==> src/rtl/fir_coeff_sequencer.sv <==
// fir_coeff_sequencer
// Sequences a downstream N-tap FIR: on cfg_go it pulses the filter reset,
// streams exactly N coefficients into it, then forwards samples as start
// strobes and flags the cycles in which y_out carries a full result.
//
// Optional feature macro: FIR_SEQ_CSUM_EN (16-bit running sum of the loaded
// coefficients on csum; csum is tied to 0 when undefined).
//
// Ports
//   clk, rst            clock, asynchronous active-high reset
//   cfg_go              clear filter and reload coefficients
//   c_valid/c_data/c_ready  coefficient stream (accepted in LOAD)
//   s_valid/s_data/s_ready  sample stream (accepted in RUN)
//   fir_rst             registered reset pulse to the filter
//   load_coeff/coeff_in coefficient write strobe and data
//   start/x_in          sample advance strobe and data
//   y_valid             filter output valid
//   loaded              coefficient set complete (RUN)
//   csum                coefficient checksum
module fir_coeff_sequencer #(
  parameter int N    = 100,
  parameter int FILL = N + 3
) (
  input  logic               clk,
  input  logic               rst,
  input  logic               cfg_go,
  input  logic               c_valid,
  input  logic signed [15:0] c_data,
  output logic               c_ready,
  input  logic               s_valid,
  input  logic signed [15:0] s_data,
  output logic               s_ready,
  output logic               fir_rst,
  output logic               load_coeff,
  output logic signed [15:0] coeff_in,
  output logic               start,
  output logic signed [15:0] x_in,
  output logic               y_valid,
  output logic               loaded,
  output logic        [15:0] csum
);

  localparam int CW = $clog2(N + 1);
  localparam int FW = $clog2(FILL + 1);

  typedef enum logic [1:0] {IDLE, CLR, LOAD, RUN} state_t;

  state_t          state_q, state_d;
  logic [CW-1:0]   ccnt;
  logic [FW-1:0]   fill_cnt;
  logic            c_acc, s_acc;

  // cfg_go takes priority over any handshake in the same cycle
  assign c_ready = (state_q == LOAD) && !cfg_go;
  assign s_ready = (state_q == RUN)  && !cfg_go;
  assign c_acc   = c_valid && c_ready;
  assign s_acc   = s_valid && s_ready;
  assign loaded  = (state_q == RUN);

  always_ff @(posedge clk or posedge rst) begin
    if (rst) state_q <= IDLE;
    else     state_q <= state_d;
  end

  always_comb begin
    state_d = state_q;
    unique case (state_q)
      IDLE:    if (cfg_go) state_d = CLR;
      CLR:     state_d = LOAD;
      LOAD:    if (cfg_go)                                   state_d = CLR;
               else if (c_acc && ccnt == CW'(N - 1))         state_d = RUN;
      RUN:     if (cfg_go) state_d = CLR;
      default: state_d = IDLE;
    endcase
  end

  // Coefficient counter; a restart in LOAD drops the partial set at once.
  always_ff @(posedge clk or posedge rst) begin
    if (rst)                                            ccnt <= '0;
    else if (state_q == CLR || (state_q == LOAD && cfg_go)) ccnt <= '0;
    else if (c_acc)                                     ccnt <= ccnt + 1'b1;
  end

  // Start pulses since the last clear, saturating at FILL.
  always_ff @(posedge clk or posedge rst) begin
    if (rst)                                      fill_cnt <= '0;
    else if (state_q == CLR)                      fill_cnt <= '0;
    else if (start && fill_cnt != FW'(FILL))      fill_cnt <= fill_cnt + 1'b1;
  end

  always_ff @(posedge clk or posedge rst) begin
    if (rst) begin
      fir_rst    <= 1'b1;
      load_coeff <= 1'b0;
      coeff_in   <= '0;
      start      <= 1'b0;
      x_in       <= '0;
      y_valid    <= 1'b0;
    end else begin
      fir_rst    <= (state_q == CLR);
      load_coeff <= c_acc;
      if (c_acc) coeff_in <= c_data;
      start      <= s_acc;
      if (s_acc) x_in <= s_data;
      // fill_cnt holds prior starts, so this start's ordinal is fill_cnt+1.
      // Gating on the next state keeps y_valid out of CLR after a late cfg_go.
      y_valid    <= start && (fill_cnt >= FW'(FILL - 1)) && (state_d == RUN);
    end
  end

`ifdef FIR_SEQ_CSUM_EN
  logic [15:0] csum_q;
  always_ff @(posedge clk or posedge rst) begin
    if (rst)                 csum_q <= '0;
    else if (state_q == CLR) csum_q <= '0;
    else if (c_acc)          csum_q <= csum_q + $unsigned(c_data);
  end
  assign csum = csum_q;
`else
  assign csum = '0;
`endif

endmodule

==> config.mk <==
export PLATFORM = sky130hd
export DESIGN_NAME = fir_coeff_sequencer
export DESIGN_NICKNAME = d
export VERILOG_FILES = /design/src/rtl/fir_coeff_sequencer.sv
export SDC_FILE = /design/constraint.sdc
export NUM_CORES = 1
export LEC_CHECK = 0
export ABC_AREA = 1
export CAP_MARGIN = 30
export CORE_MARGIN = 2
export CORE_UTILIZATION = 29
export DETAILED_ROUTE_END_ITERATION = 10
export GPL_TIMING_DRIVEN = 0
export HOLD_SLACK_MARGIN = 0.06
export SYNTH_ARGS = -nofsm -noshare
export SYNTH_HDL_FRONTEND = slang
export SYNTH_SLANG_ARGS = --single-unit
==> constraint.sdc <==
create_clock -name clk -period 1.8 [get_ports clk]
set_input_delay 0.36 -clock clk [delete_from_list [all_inputs] [get_ports clk]]
set_output_delay 0.36 -clock clk [all_outputs]
set_load 0.03 [all_outputs]
==> flow_summary_export.csv, run 1 <==
group,metric,value,unit
outcome,status,"completed",
worst_setup_path,crit_slowest_cell,"clkdlybuf4s50_1",
route,dr.pass1.iters,4,
power_and_ir_drop,powerDensity,1430,mW/mm^2
floorplan,fp-row-count,33,
worst_setup_path,crit_start,"start",
synthesis,post_synth_xor_area_fraction,0.703,%
layout,n_antenna_cell,0,
layout,multi_input_area,971,um^2
worst_setup_path,max_stage_delay,680,ps
floorplan,die_h,96.7,um
clock_network,post-cts-setup-buffers,0,
layout,design_area,0.00353,mm^2
synthesis,synth-edff-count,0,
clock_network,clk_pin_slew,90,ps
timing,hold_viol,0,
worst_setup_path,end_kind,"output port",
worst_setup_path,cp-endpoint,"start",
synthesis,synth_area,0.00249,mm^2
synthesis,yosys.area_share.simple,30.2,%
placed_design,place_ws,-450,ps
synthesis,yosysMostFrequentCell,"nand2_1",
global_routing,grt_overflow,0,
clock_network,cts_buffer_depth,2,
clock_network,cts-root-buf,"clkbuf_8",
synthesis,synth-compound-area-share,2.56,%
placed_design,port_buffers,75,
route,drtAntennaViolNets,0,
layout,syn_to_final_growth,41.8,%
worst_setup_path,cp_num_buf_inv,1,
power_and_ir_drop,p_clk_share,13.7,%
route,post-route-drc-count,0,
floorplan,die_x,96.7,um
placed_design,gp_congestion,0.831,
global_routing,grt_usage,11.4,%
worst_setup_path,critical_path.cell_chain,"clkdlybuf4s50_1",
global_routing,antenna_found_initial,0,
worst_setup_path,crit_arrival,1370,ps
route,vias,2089,
timing,setup_viol_count_final,0,
layout,seq_area,0.00130,mm^2
clock_network,cts.htree.levels,2,
power_and_ir_drop,switching_power,2.15,mW
worst_setup_path,r2r_end,"ccnt[6]",
route,wl_per_cell,10.4,um
power_and_ir_drop,p_int,2.90,mW
worst_setup_path,critPathKind,"register to output port",
clock_network,numCtsBuffers,5,
synthesis,synthMuxAreaShare,0,%
power_and_ir_drop,leakagePower,1.82,nW
global_routing,grt_pass1_vias,1978,
flow_run,cap_viol_max_count,0,
timing,fin_skew,13.7,ps
synthesis,yosys_warnings,0,
synthesis,synth_area_leaders,"dfrtp_1, nand2_1, buf_4",
worst_setup_path,reg2reg_setup_slack,340,ps
worst_setup_path,cp_max_fo,3,
clock_network,clock_latency,310,ps
synthesis,yosysTopAreaCell,"dfrtp_1",
timing,fin_ws,74.7,ps
floorplan,core,0.00826,mm^2
layout,fill_cells,847,
worst_setup_path,cp.required,1440,ps
timing,final_max_slew_viol_count,0,
synthesis,synth_top_area_share,51.2,%
synthesis,synth_flop_cell,"dfrtp_1",
layout,nNetsFinal,447,
floorplan,start_util,30.2,%
placed_design,dpl.hpwl,4020,um
layout,drive_above_1_share,12.6,%
synthesis,postSynthCellCount,306,
timing,fmax,0.580,GHz
worst_setup_path,cp-start-kind,"register",
route,viasPerCell,4.10,
timing,rsz0062_at_grt,"no",
synthesis,ys_seq_elements,52,
global_routing,grt_pass1_wl,9070,um
global_routing,grt_max_degree,36,
worst_setup_path,cp_top_family,"buffers and inverters",
power_and_ir_drop,swShare,42.6,%
synthesis,synth_top_family_by_area,"simple AND/OR/NAND/NOR gates",
timing,finalCritPeriodShare,95.8,%
synthesis,synthAdderAreaFrac,3.01,%
power_and_ir_drop,seq_power_share,36.6,%
synthesis,async_flop_share,100,%
synthesis,yosysSeqAreaShare,52.3,%
route,routed_wirelength,5310,um
floorplan,ios,92,
worst_setup_path,path_depth,1,
synthesis,postSynthAreaPerCell,8.15,um^2
power_and_ir_drop,power_frac_comb,49.7,%
worst_setup_path,r2r_start,"state_q[1]",
floorplan,die_area,0.00935,mm^2
synthesis,ys_types,27,
timing,min_period,1730,ps
power_and_ir_drop,total_power,5.05,mW
worst_setup_path,reg2reg_depth,7,
clock_network,cts_sinks,52,
clock_network,cts_tree,"yes",
synthesis,synthTopCellsByCount,"nand2_1, dfrtp_1, inv_1",
power_and_ir_drop,vdd_ir_drop_max,0.745,mV
min_path,hp-class,"input pin to asynchronous set/reset pin",
placed_design,placed_cell_area,0.00345,mm^2
route,first_iter_violations,52,
[power groups by stage]
stage	Sequential, mW	Combinational, mW	Clock, mW
floorplan	2.55	0.797	0
global placement	1.86	2.52	0
detailed placement	1.85	2.56	0
CTS	1.85	2.54	0.724
global route	1.90	2.72	0.766
finish	1.85	2.51	0.691
[cell families after synthesis]
logic type / count (synthesis)
flops: 52
other cells: 1
xor+xnor: 2
compound gates: 12
simple gates: 181
buf+inv: 52
fa+ha+maj: 6
[cell type report]
cell class              instances  area share (%)
flip-flops and latches         52            36.9
multi-input cells             217            27.5
repair buffers                 76            21.5
plain buffers                  23            4.71
well taps                     105            3.72
inverters                      29            3.15
clock buffers                   6            2.34
clock inverters                 1           0.248
[flip-flops by register name (all words and copies together) (netlist names)]
signal      cells
coeff_in       16
x_in           16
ccnt            7
fill_cnt        7
state_q         2
fir_rst         1
load_coeff      1
start           1
y_valid         1
[cells in the final DEF (no fill, tap or decap), drive strengths merged]
cell / count
nand3b: 1
conb: 16
inv: 29
buf: 26
xor2: 2
a21oi: 6
ha: 6
clkdlybuf4s50: 70
nor2: 19
clkinv: 1
clkbuf: 6
dfrtp: 51
o21ai: 6
dlygate4sd2: 3
nand2: 138
dfstp: 1
nand4: 4
nand3: 16
nor3: 3
[repair_timing]
| item | 4_1_cts | 5_1_grt |
|---|---|---|
| hold buffers | 0 | 0 |
| resized for setup | 13 | 4 |
| setup endpoints to repair | 4 | 3 |
| pin swaps | 0 | 0 |
[worst min path at each step]
| stage | startpoint | endpoint | slack, ps | cells after the start |
|---|---|---|---|---|
| floorplan | ccnt[1] | ccnt[1] | 470 | 2 |
| global route | rst | x_in[6] | 390 | 2 |
| CTS | rst | x_in[8] | 360 | 2 |
| detailed placement | x_in[11] | x_in[11] | 460 | 2 |
| global placement | x_in[15] | x_in[15] | 460 | 2 |
| finish | rst | x_in[5] | 350 | 2 |
[metal layers]
metal	vias up	share of wire [%]	wire length (um)	GRT usage [%]
met5	-	0	0	0
met2	56	45	2390	18.1
met3	6	6.0	316	3.32
met1	930	48	2560	15.4
li1	1097	-	-	-
met4	0	0.83	44	2.93
[metrics by stage]
stage               utilization [%]  instances  TNS, ps  hold slack (ps)
floorplan                         -        321        0              466
global placement               41.5        501   -48880              462
detailed placement             41.8        502     -822              464
CTS                            42.7        509        0              363
global route                   42.8        509        0              391
finish                         42.8        509        0              351
Power figures use the tool's default switching activity.
==> run 2, diff against run 1 <==
--- a/config.mk
+++ b/config.mk
@@ -6,8 +6,6 @@
 export NUM_CORES = 1
 export LEC_CHECK = 0
 export ABC_AREA = 1
-export CAP_MARGIN = 30
-export CORE_MARGIN = 2
 export CORE_UTILIZATION = 29
 export DETAILED_ROUTE_END_ITERATION = 10
 export GPL_TIMING_DRIVEN = 0
==> flow_summary_export.csv, run 2 (synthesized netlist as in run 1, its figures left out) <==
group,metric,value,unit
timing,worst_pin_slew,622,ps
worst_setup_path,max_stage_delay,590,ps
worst_setup_path,critical_path.cell_chain,"clkdlybuf4s50_1 > nor2_1 > buf_4",
flow_run,cap_viol_max_count,0,
floorplan,die_x,94.7,um
worst_setup_path,cp_max_fo,7,
worst_setup_path,crit_arrival,1390,ps
route,dr.pass1.iters,4,
floorplan,die_area,0.00897,mm^2
worst_setup_path,critPathKind,"input pin to output port",
placed_design,gp_congestion,0.811,
layout,reg_top3,"coeff_in x16, x_in x16",
worst_setup_path,r2r_start,"state_q[0]",
global_routing,grt_use_met3,3.78,%
worst_setup_path,cp_num_buf_inv,2,
layout,final_cell_mix,"nand2_1, clkdlybuf4s50_1, dfrtp_1",
layout,design_area,0.00356,mm^2
layout,nNetsFinal,449,
power_and_ir_drop,vdd_ir_drop_max,0.786,mV
timing,fin_ws,48.1,ps
timing,finalCritPeriodShare,97.3,%
outcome,status,"completed",
clock_network,cts_buffer_depth,2,
route,viasPerCell,4.20,
global_routing,grt_pass1_vias,2128,
layout,drive_above_1_share,12.8,%
global_routing,antenna_found_initial,0,
layout,fin_cells,510,
global_routing,grt_pass1_wl,9500,um
power_and_ir_drop,powerDensity,1450,mW/mm^2
route,drtAntennaViolNets,0,
timing,fin_setup_tns,0,ps
clock_network,cts_tree,"yes",
placed_design,placed_cell_area,0.00345,mm^2
route,first_iter_violations,64,
timing,fmax,0.571,GHz
route,vias,2143,
worst_setup_path,crit_slowest_cell,"clkdlybuf4s50_1",
worst_setup_path,reg2reg_depth,8,
route,routed_wirelength,5370,um
layout,syn_to_final_growth,43.0,%
global_routing,grt_max_degree,30,
worst_setup_path,cp-start-kind,"input pin",
layout,final_common_cell,"nand2_1",
clock_network,clock_latency,300,ps
route,wl_per_cell,10.5,um
layout,n_antenna_cell,0,
worst_setup_path,r2r_end,"ccnt[6]",
placed_design,port_buffers,75,
timing,hold_ws,447,ps
floorplan,fp-row-count,33,
clock_network,cts_sinks,52,
floorplan,start_util,30.2,%
global_routing,grtUsageMet1,17.8,%
power_and_ir_drop,leakagePower,1.84,nW
timing,slew-limit-headroom,58.5,%
floorplan,core,0.00826,mm^2
clock_network,clk_pin_slew,90,ps
global_routing,top_usage_layer,"met2",
clock_network,cts.htree.levels,2,
min_path,hp-class,"input pin to asynchronous set/reset pin",
placed_design,place_inst,502,
worst_setup_path,end_kind,"output port",
route,post-route-drc-count,0,
floorplan,die_h,94.7,um
global_routing,grt_usage,13.6,%
timing,min_period,1750,ps
clock_network,holdBufCountCts,0,
placed_design,place_ws,-423,ps
clock_network,numCtsBuffers,5,
global_routing,grt_overflow,0,
timing,final_max_slew_viol_count,0,
worst_setup_path,cp_top_family,"buffers and inverters",
timing,setup_viol_count_final,0,
clock_network,cts-root-buf,"clkbuf_8",
timing,rsz0062_at_grt,"no",
worst_setup_path,cp.required,1440,ps
placed_design,dpl.hpwl,4040,um
floorplan,ios,92,
worst_setup_path,reg2reg_setup_slack,150,ps
timing,fin_skew,5.52,ps
global_routing,grtUsageMet2,21.5,%
timing,hold_viol,0,
==> run 2: cell types whose count changed in the layout (fill, tap and decap cells not counted), sizes merged <==
cell	previous run	this run
buf	26	28
dlygate4sd2	3	1
bufinv	0	1
clkdlybuf4s50	70	71
clkinv	1	0
==> run 2: what timing repair did <==
action / in CTS / in global routing
endpoints found under the hold margin: 0 / 0
resized for setup: 12 / 9
setup endpoints to repair: 4 / 3
setup buffers: 2 / 0
==> run 2: worst max-delay path by stage <==
| stage | from | endpoint | slack, ps | cells past startpoint |
|---|---|---|---|---|
| after detailed placement | cfg_go | s_ready | -420 | 3 |
| final | cfg_go | c_ready | 50 | 3 |
| after CTS | state_q[0] | loaded | 10 | 3 |
| after global routing | state_q[0] | s_ready | 2 | 5 |
| after global placement | rst | coeff_in[14] | -910 | 2 |
| after floorplan | state_q[0] | x_in[10] | 80 | 7 |
==> run 2: per-stage QoR <==
stage          power, mW  utilization [%]
6_report            5.17             43.2
3_5_place_dp        4.41             41.8
2_1_floorplan       3.35                -
4_1_cts             5.22             43.0
3_3_place_gp        4.38             41.5
5_1_grt             5.52             43.2
==> run 2: layout make-up <==
type / instances / area, um^2
Fill cell: 846 / 4690
Sequential cell: 52 / 1300
Multi-Input combinational cell: 217 / 976
Timing Repair Buffer: 78 / 778
Buffer: 23 / 166
Tap cell: 105 / 131
Inverter: 29 / 111
Clock buffer: 5 / 68.8
Clock inverter: 1 / 30.0
==> run 2: where the power goes <==
group | switching [mW] | leakage [nW] | total (mW) | internal [mW]
Combinational | 1.54 | 1.12 | 2.58 | 1.04
Clock | 0.364 | 0.0501 | 0.764 | 0.400
Sequential | 0.250 | 0.670 | 1.83 | 1.58
Total | 2.15 | 1.84 | 5.17 | 3.02
==> run 2: layer usage <==
metal / part of all wire, % / vias to the layer above / routed length (um)
li1: - / 1098 / -
met1: 48 / 979 / 2550
met2: 46 / 57 / 2450
met3: 5.3 / 9 / 286
met4: 1.6 / 0 / 84
met5: 0 / - / 0
